[src/rtl/rv32i_types.sv]
// Shared RV32I types: opcodes, ROB head entry, RVFI record and commit FSM states.
package rv32i_types;

  localparam int unsigned XLEN  = 32;
  localparam int unsigned REG_W = 5;
  localparam int unsigned TAG_W = 4;
  localparam int unsigned ORD_W = 64;

  typedef enum logic [6:0] {
    op_lui   = 7'b0110111,
    op_auipc = 7'b0010111,
    op_jal   = 7'b1101111,
    op_jalr  = 7'b1100111,
    op_br    = 7'b1100011,
    op_load  = 7'b0000011,
    op_store = 7'b0100011,
    op_imm   = 7'b0010011,
    op_reg   = 7'b0110011,
    op_csr   = 7'b1110011
  } rv32i_opcode;

  typedef struct packed {
    rv32i_opcode       opcode;
    logic [REG_W-1:0]  rds;
    logic [XLEN-1:0]   ROB_val;
    logic              br_en;
    logic [XLEN-1:0]   br_target;
    logic              commit;
  } rob_t;

  typedef struct packed {
    logic              valid;
    logic [ORD_W-1:0]  order;
    logic [XLEN-1:0]   inst;
    logic [REG_W-1:0]  rs1_addr;
    logic [REG_W-1:0]  rs2_addr;
    logic [XLEN-1:0]   rs1_rdata;
    logic [XLEN-1:0]   rs2_rdata;
    logic [REG_W-1:0]  rd_addr;
    logic [XLEN-1:0]   rd_wdata;
    logic [XLEN-1:0]   pc_rdata;
    logic [XLEN-1:0]   pc_wdata;
    logic [XLEN-1:0]   mem_addr;
    logic [3:0]        mem_rmask;
    logic [3:0]        mem_wmask;
    logic [XLEN-1:0]   mem_rdata;
    logic [XLEN-1:0]   mem_wdata;
  } rvfi_data;

  typedef enum logic {
    RUN   = 1'b0,
    FLUSH = 1'b1
  } commit_state_t;

endpackage

[src/rtl/commit_unit.sv]
// In-order retirement: architectural writes, RAT release, mispredict redirect/flush, RVFI.
module commit_unit
  import rv32i_types::*;
#(
  parameter int unsigned FLUSH_CYCLES = 1
) (
  input  logic              clk,
  input  logic              rst,
  input  logic              rob_ready,
  input  rob_t              rob_head,
  input  logic [TAG_W-1:0]  rob_tag,
  input  rvfi_data          rob_rvfi,
  output logic              regf_we,
  output logic [REG_W-1:0]  regf_rd,
  output logic [XLEN-1:0]   regf_data,
  output logic              rat_clr_en,
  output logic [REG_W-1:0]  rat_clr_rd,
  output logic [TAG_W-1:0]  rat_clr_tag,
  output logic              flush,
  output logic              redirect_valid,
  output logic [XLEN-1:0]   redirect_pc,
  output rvfi_data          rvfi_out
);

  localparam int unsigned CNT_W = 3;

  commit_state_t     state_q, state_d;
  logic [CNT_W-1:0]  cnt_q, cnt_d;
  logic [ORD_W-1:0]  order_q, order_d;

  logic              commit_c;
  logic              mispredict_c;
  logic              write_c;
  logic              flush_d;
  logic              regf_we_d;
  logic [REG_W-1:0]  regf_rd_d;
  logic [XLEN-1:0]   regf_data_d;
  logic [TAG_W-1:0]  rat_tag_d;
  logic              redirect_valid_d;
  logic [XLEN-1:0]   redirect_pc_d;
  rvfi_data          rvfi_d;

  // The ROB already filtered on its own commit bit; it is intentionally not rechecked.
  logic unused_commit_c;
  assign unused_commit_c = rob_head.commit;

  // Next state, flush countdown and next-cycle output values.
  always_comb begin
    state_d          = state_q;
    cnt_d            = cnt_q;
    order_d          = order_q;
    commit_c         = 1'b0;
    mispredict_c     = 1'b0;
    write_c          = 1'b0;
    regf_we_d        = 1'b0;
    regf_rd_d        = '0;
    regf_data_d      = '0;
    rat_tag_d        = '0;
    redirect_valid_d = 1'b0;
    redirect_pc_d    = '0;
    rvfi_d           = '0;

    case (state_q)
      RUN: begin
        commit_c     = rob_ready;
        mispredict_c = commit_c &&
                       (((rob_head.opcode == op_br) && rob_head.br_en) ||
                        (rob_head.opcode == op_jal) ||
                        (rob_head.opcode == op_jalr));
        if (mispredict_c) begin
          state_d = FLUSH;
          cnt_d   = CNT_W'(FLUSH_CYCLES - 1);
        end
      end
      FLUSH: begin
        if (cnt_q == '0) begin
          state_d = RUN;
        end else begin
          cnt_d = cnt_q - CNT_W'(1);
        end
      end
      default: begin
        state_d = RUN;
        cnt_d   = '0;
      end
    endcase

    flush_d = (state_d == FLUSH);

    write_c = commit_c &&
              (rob_head.opcode != op_store) &&
              (rob_head.opcode != op_br) &&
              (rob_head.rds != '0);

    if (write_c) begin
      regf_we_d   = 1'b1;
      regf_rd_d   = rob_head.rds;
      regf_data_d = rob_head.ROB_val;
      rat_tag_d   = rob_tag;
    end

    if (mispredict_c) begin
      redirect_valid_d = 1'b1;
      redirect_pc_d    = rob_head.br_target;
    end

    if (commit_c) begin
      rvfi_d       = rob_rvfi;
      rvfi_d.valid = 1'b1;
      rvfi_d.order = order_q;
      order_d      = order_q + ORD_W'(1);
    end
  end

  // FSM state, flush counter and retirement order counter.
  always_ff @(posedge clk) begin
    if (!rst) begin
      state_q <= RUN;
      cnt_q   <= '0;
      order_q <= '0;
    end else begin
      state_q <= state_d;
      cnt_q   <= cnt_d;
      order_q <= order_d;
    end
  end

  // Registered outputs; everything not driven by a commit this cycle returns to 0.
  always_ff @(posedge clk) begin
    if (!rst) begin
      regf_we        <= 1'b0;
      regf_rd        <= '0;
      regf_data      <= '0;
      rat_clr_en     <= 1'b0;
      rat_clr_rd     <= '0;
      rat_clr_tag    <= '0;
      flush          <= 1'b0;
      redirect_valid <= 1'b0;
      redirect_pc    <= '0;
      rvfi_out       <= '0;
    end else begin
      regf_we        <= regf_we_d;
      regf_rd        <= regf_rd_d;
      regf_data      <= regf_data_d;
      rat_clr_en     <= regf_we_d;
      rat_clr_rd     <= regf_rd_d;
      rat_clr_tag    <= rat_tag_d;
      flush          <= flush_d;
      redirect_valid <= redirect_valid_d;
      redirect_pc    <= redirect_pc_d;
      rvfi_out       <= rvfi_d;
    end
  end

endmodule

[config.mk]
export PLATFORM = sky130hd
export DESIGN_NAME = commit_unit
export DESIGN_NICKNAME = d
export VERILOG_FILES = /design/src/rtl/rv32i_types.sv /design/src/rtl/commit_unit.sv
export SDC_FILE = /design/constraint.sdc
export NUM_CORES = 1
export LEC_CHECK = 0
export BUFFER_PORTS_ARGS = -buffer_cell sky130_fd_sc_hd__buf_4
export CORE_AREA = 2 2 360 362
export DETAILED_ROUTE_END_ITERATION = 10
export DIE_AREA = 0 0 362 364
export PLACE_DENSITY = 0.38
export SKIP_LAST_GASP = 1
export SYNTH_ARGS = -nofsm -noshare
export SYNTH_HDL_FRONTEND = slang
export SYNTH_SLANG_ARGS = --single-unit
[constraint.sdc]
create_clock -name clk -period 3.3 [get_ports clk]
set_input_delay 0.495 -clock clk [delete_from_list [all_inputs] [get_ports clk]]
set_output_delay 0.495 -clock clk [all_outputs]
set_load 0.05 [all_outputs]
==> impl_metrics.env <==
export IMPL_gp_congestion=0.755
export IMPL_grt_use_total_pct=11.4
export IMPL_tns_ns=0
export IMPL_cpMostUsedCell="nand4_1"
export IMPL_startpoint_type="register"
export IMPL_drtIter0Drc=716
export IMPL_placed_cell_area_um2=24000
export IMPL_clock_sinks=519
export IMPL_hpwl_mm=61.0
export IMPL_crit_family="simple AND/OR/NAND/NOR gates"
export IMPL_drv_cap=0
export IMPL_slew_viol_final=0
export IMPL_critPathLaunch="order_q[21]"
export IMPL_power_density_nw_per_um2=559
export IMPL_worstHoldStart="rob_head[23]"
export IMPL_port_buffers=852
export IMPL_dp_cells=3860
export IMPL_drive_gt1_share_pct=40.1
export IMPL_fin_crit_sh_pct=71.3
export IMPL_endpoint_kind="register"
export IMPL_route_detailed_drc=0
export IMPL_worst_pin_slew_ns=0.915
export IMPL_die_w_um=362
export IMPL_syn_area_um2=15700
export IMPL_tritoncts="built"
export IMPL_crit_buf_inv=0
export IMPL_wl_per_cell_um=19.0
export IMPL_cts_max_level=3
export IMPL_overflow=0
export IMPL_status="complete, no violations"
export IMPL_setup_violations_final=0
export IMPL_ir_drop_uv=320
export IMPL_critPathKind="register to register"
export IMPL_ys_flop_type="dfxtp_1"
export IMPL_synth_area_per_cell_um2=11.0
export IMPL_final_cell_mix="buf_4 (868), dfxtp_1 (519), and3_1 (407), dlygate4sd3_1 (198), clkbuf_16 (69)"
export IMPL_mostFrequentLayoutCell="buf_4"
export IMPL_die_area_um2=132000
export IMPL_fin_area_um2=28200
export IMPL_crit_required_ns=3.87
export IMPL_min_period_ns=2.35
export IMPL_synth_seq_cells=519
export IMPL_preCtsSetupSlack_ns=0.760
export IMPL_worstPathMaxFanout=10
export IMPL_ctsLongestPathBuffers=3
export IMPL_coreArea_um2=128000
export IMPL_clk_pin_slew_worst_paths_ns=0.06
export IMPL_dieHeight_um=364
export IMPL_worstPathCellList="nand4_1 -> nor4_1 -> nand4_1 -> or3_1 -> a21oi_1"
export IMPL_grt_max_degree=160
export IMPL_post_route_util_pct=22.0
export IMPL_grt_pass1_vias=14628
export IMPL_first_pass_iters=4
export IMPL_yosys_warnings=0
export IMPL_synth_edff_count=0
export IMPL_postSynth_asyncResetShare_pct=0
export IMPL_synth_fp_nets=1885
export IMPL_p_leak_nw=13.6
export IMPL_syn_inst=1421
export IMPL_rsz0062_at_grt="no"
export IMPL_finalPower_mw=15.8
export IMPL_worstReg2RegStart="order_q[21]"
export IMPL_cpPeakStageDelay_ns=0.52
export IMPL_arrival_ns=2.92
export IMPL_viasPerCell=3.51
export IMPL_worst_path_max_delay_cell="nor4_1"
export IMPL_cts_inserted_buffers=68
export IMPL_num_rows=132
export IMPL_clkLatencyLatePin_ns=0.66
export IMPL_grt_pass1_wl_mm=107
export IMPL_fin_cells=4185
export IMPL_postRouteAntennaNets=0
export IMPL_hold_violations=0
export IMPL_final_setup_worst_slack_ns=0.946
export IMPL_grt_antenna_before_repair=37
export IMPL_finalClockSkew_ns=0.0231
export IMPL_hold_slack_ns=0.0866
export IMPL_cts_root_buf="clkbuf_16"
export IMPL_nets=2917
export IMPL_vias=14671
export IMPL_ys_types=49
export IMPL_ys_seq_area_share_pct=66.3
export IMPL_max_slew_margin_pct=38.8
export IMPL_start_util_pct=12.2
export IMPL_pin_count=919
export IMPL_area_growth_pct=80.0
export IMPL_fmax_mhz=425
export IMPL_finalWirelength_mm=79.6
export IMPL_hp_class="input port to register"
cell families (layout without fill, tap and decap cells):
group	count (synthesis)	count (layout)	share of synthesized area, %
adders and majority gates	3	3	0.239
other	0	7	0
AOI/OAI and AO/OA	67	67	2.35
buffers and inverters	127	1209	3.31
muxes	4	4	0.263
and+or+nand+nor	671	671	25.9
xor gates and xnor gates	30	30	1.68
DFF	519	519	66.3
layout make-up:
class	count	area (um^2)
repair buffers	1073	8630
well taps	1675	2100
clock inverters	26	283
flip-flops and latches	519	10400
multi-input cells	775	4800
inverters	16	60.1
diodes	7	17.5
fillers	14067	100000
clock buffers	94	1950
synth_stat cells (2+ instances only):
master	n	area share (%)
buf_4	7	0.34
inv_1	15	0.36
nand2_1	32	0.77
a21oi_1	32	1.0
o31ai_1	7	0.34
and3_1	407	16
and4_1	5	0.28
ha_1	3	0.24
dfxtp_1	519	66
buf_6	2	0.14
mux2i_1	3	0.19
and2_1	46	1.8
or3_2	2	0.096
nand4b_1	2	0.11
nand2b_1	4	0.16
nand4_2	3	0.24
nor2_1	50	1.2
o21ai_0	23	0.73
and3_2	2	0.096
nand4_1	25	1.0
xor2_1	16	0.89
or3_1	20	0.80
or4_1	9	0.43
nor4_1	14	0.56
xnor2_1	14	0.78
nand3_1	26	0.83
clkbuf_1	100	2.4
nor3_1	11	0.35
nor4_4	2	0.27
flip-flops by register name, indices dropped and copies added (netlist names):
register / flops
redirect_valid: 1
redirect_pc: 32
rat_clr_rd: 5
order_q: 64
rat_clr_tag: 4
rat_clr_en: 1
cnt_q: 3
rvfi_out: 376
regf_data: 32
flush: 1
path summary, 6_finish.rpt:
path | slack, ns | cells after the start | endpoint
worst min register to register | 0.50 | 1 | rvfi_out[331]
worst max-delay path | 0.95 | 5 | order_q[45]
worst max register to register | 0.95 | 5 | order_q[45]
worst min-delay path | 0.09 | 2 | redirect_pc[22]
per-layer routing:
| metal | wire (um) | GRT usage [%] | part of all wire [%] | vias to the layer above |
|---|---|---|---|---|
| met1 | 33700 | 14.0 | 42 | 6891 |
| met3 | 7410 | 4.57 | 9.3 | 128 |
| met2 | 36300 | 17.6 | 46 | 627 |
| li1 | - | - | - | 6985 |
| met4 | 1930 | 4.36 | 2.4 | 40 |
| met5 | 250 | 0 | 0.31 | - |
worst reg2reg max path, cell delays in order, from the launching register on:
cell and delay (ns):
dfxtp_1 0.45, nand4_1 0.26, nor4_1 0.52, nand4_1 0.46, or3_1 0.46, a21oi_1 0.14
repair_timing:
item | CTS | global route
endpoints found under the hold margin | 198 | 0
buffers inserted | 0 | 0
resized for setup | 0 | 0
hold buffers | 198 | 0
power breakdown:
group	internal, mW	leakage [nW]	total, mW	switching, mW
sequential	6.45	4.24	6.51	0.0604
clock	4.33	1.09	7.36	3.03
combinational	0.780	8.23	1.90	1.12
total	11.6	13.6	15.8	4.21
No activity file was read; power rests on OpenSTA's default activity.
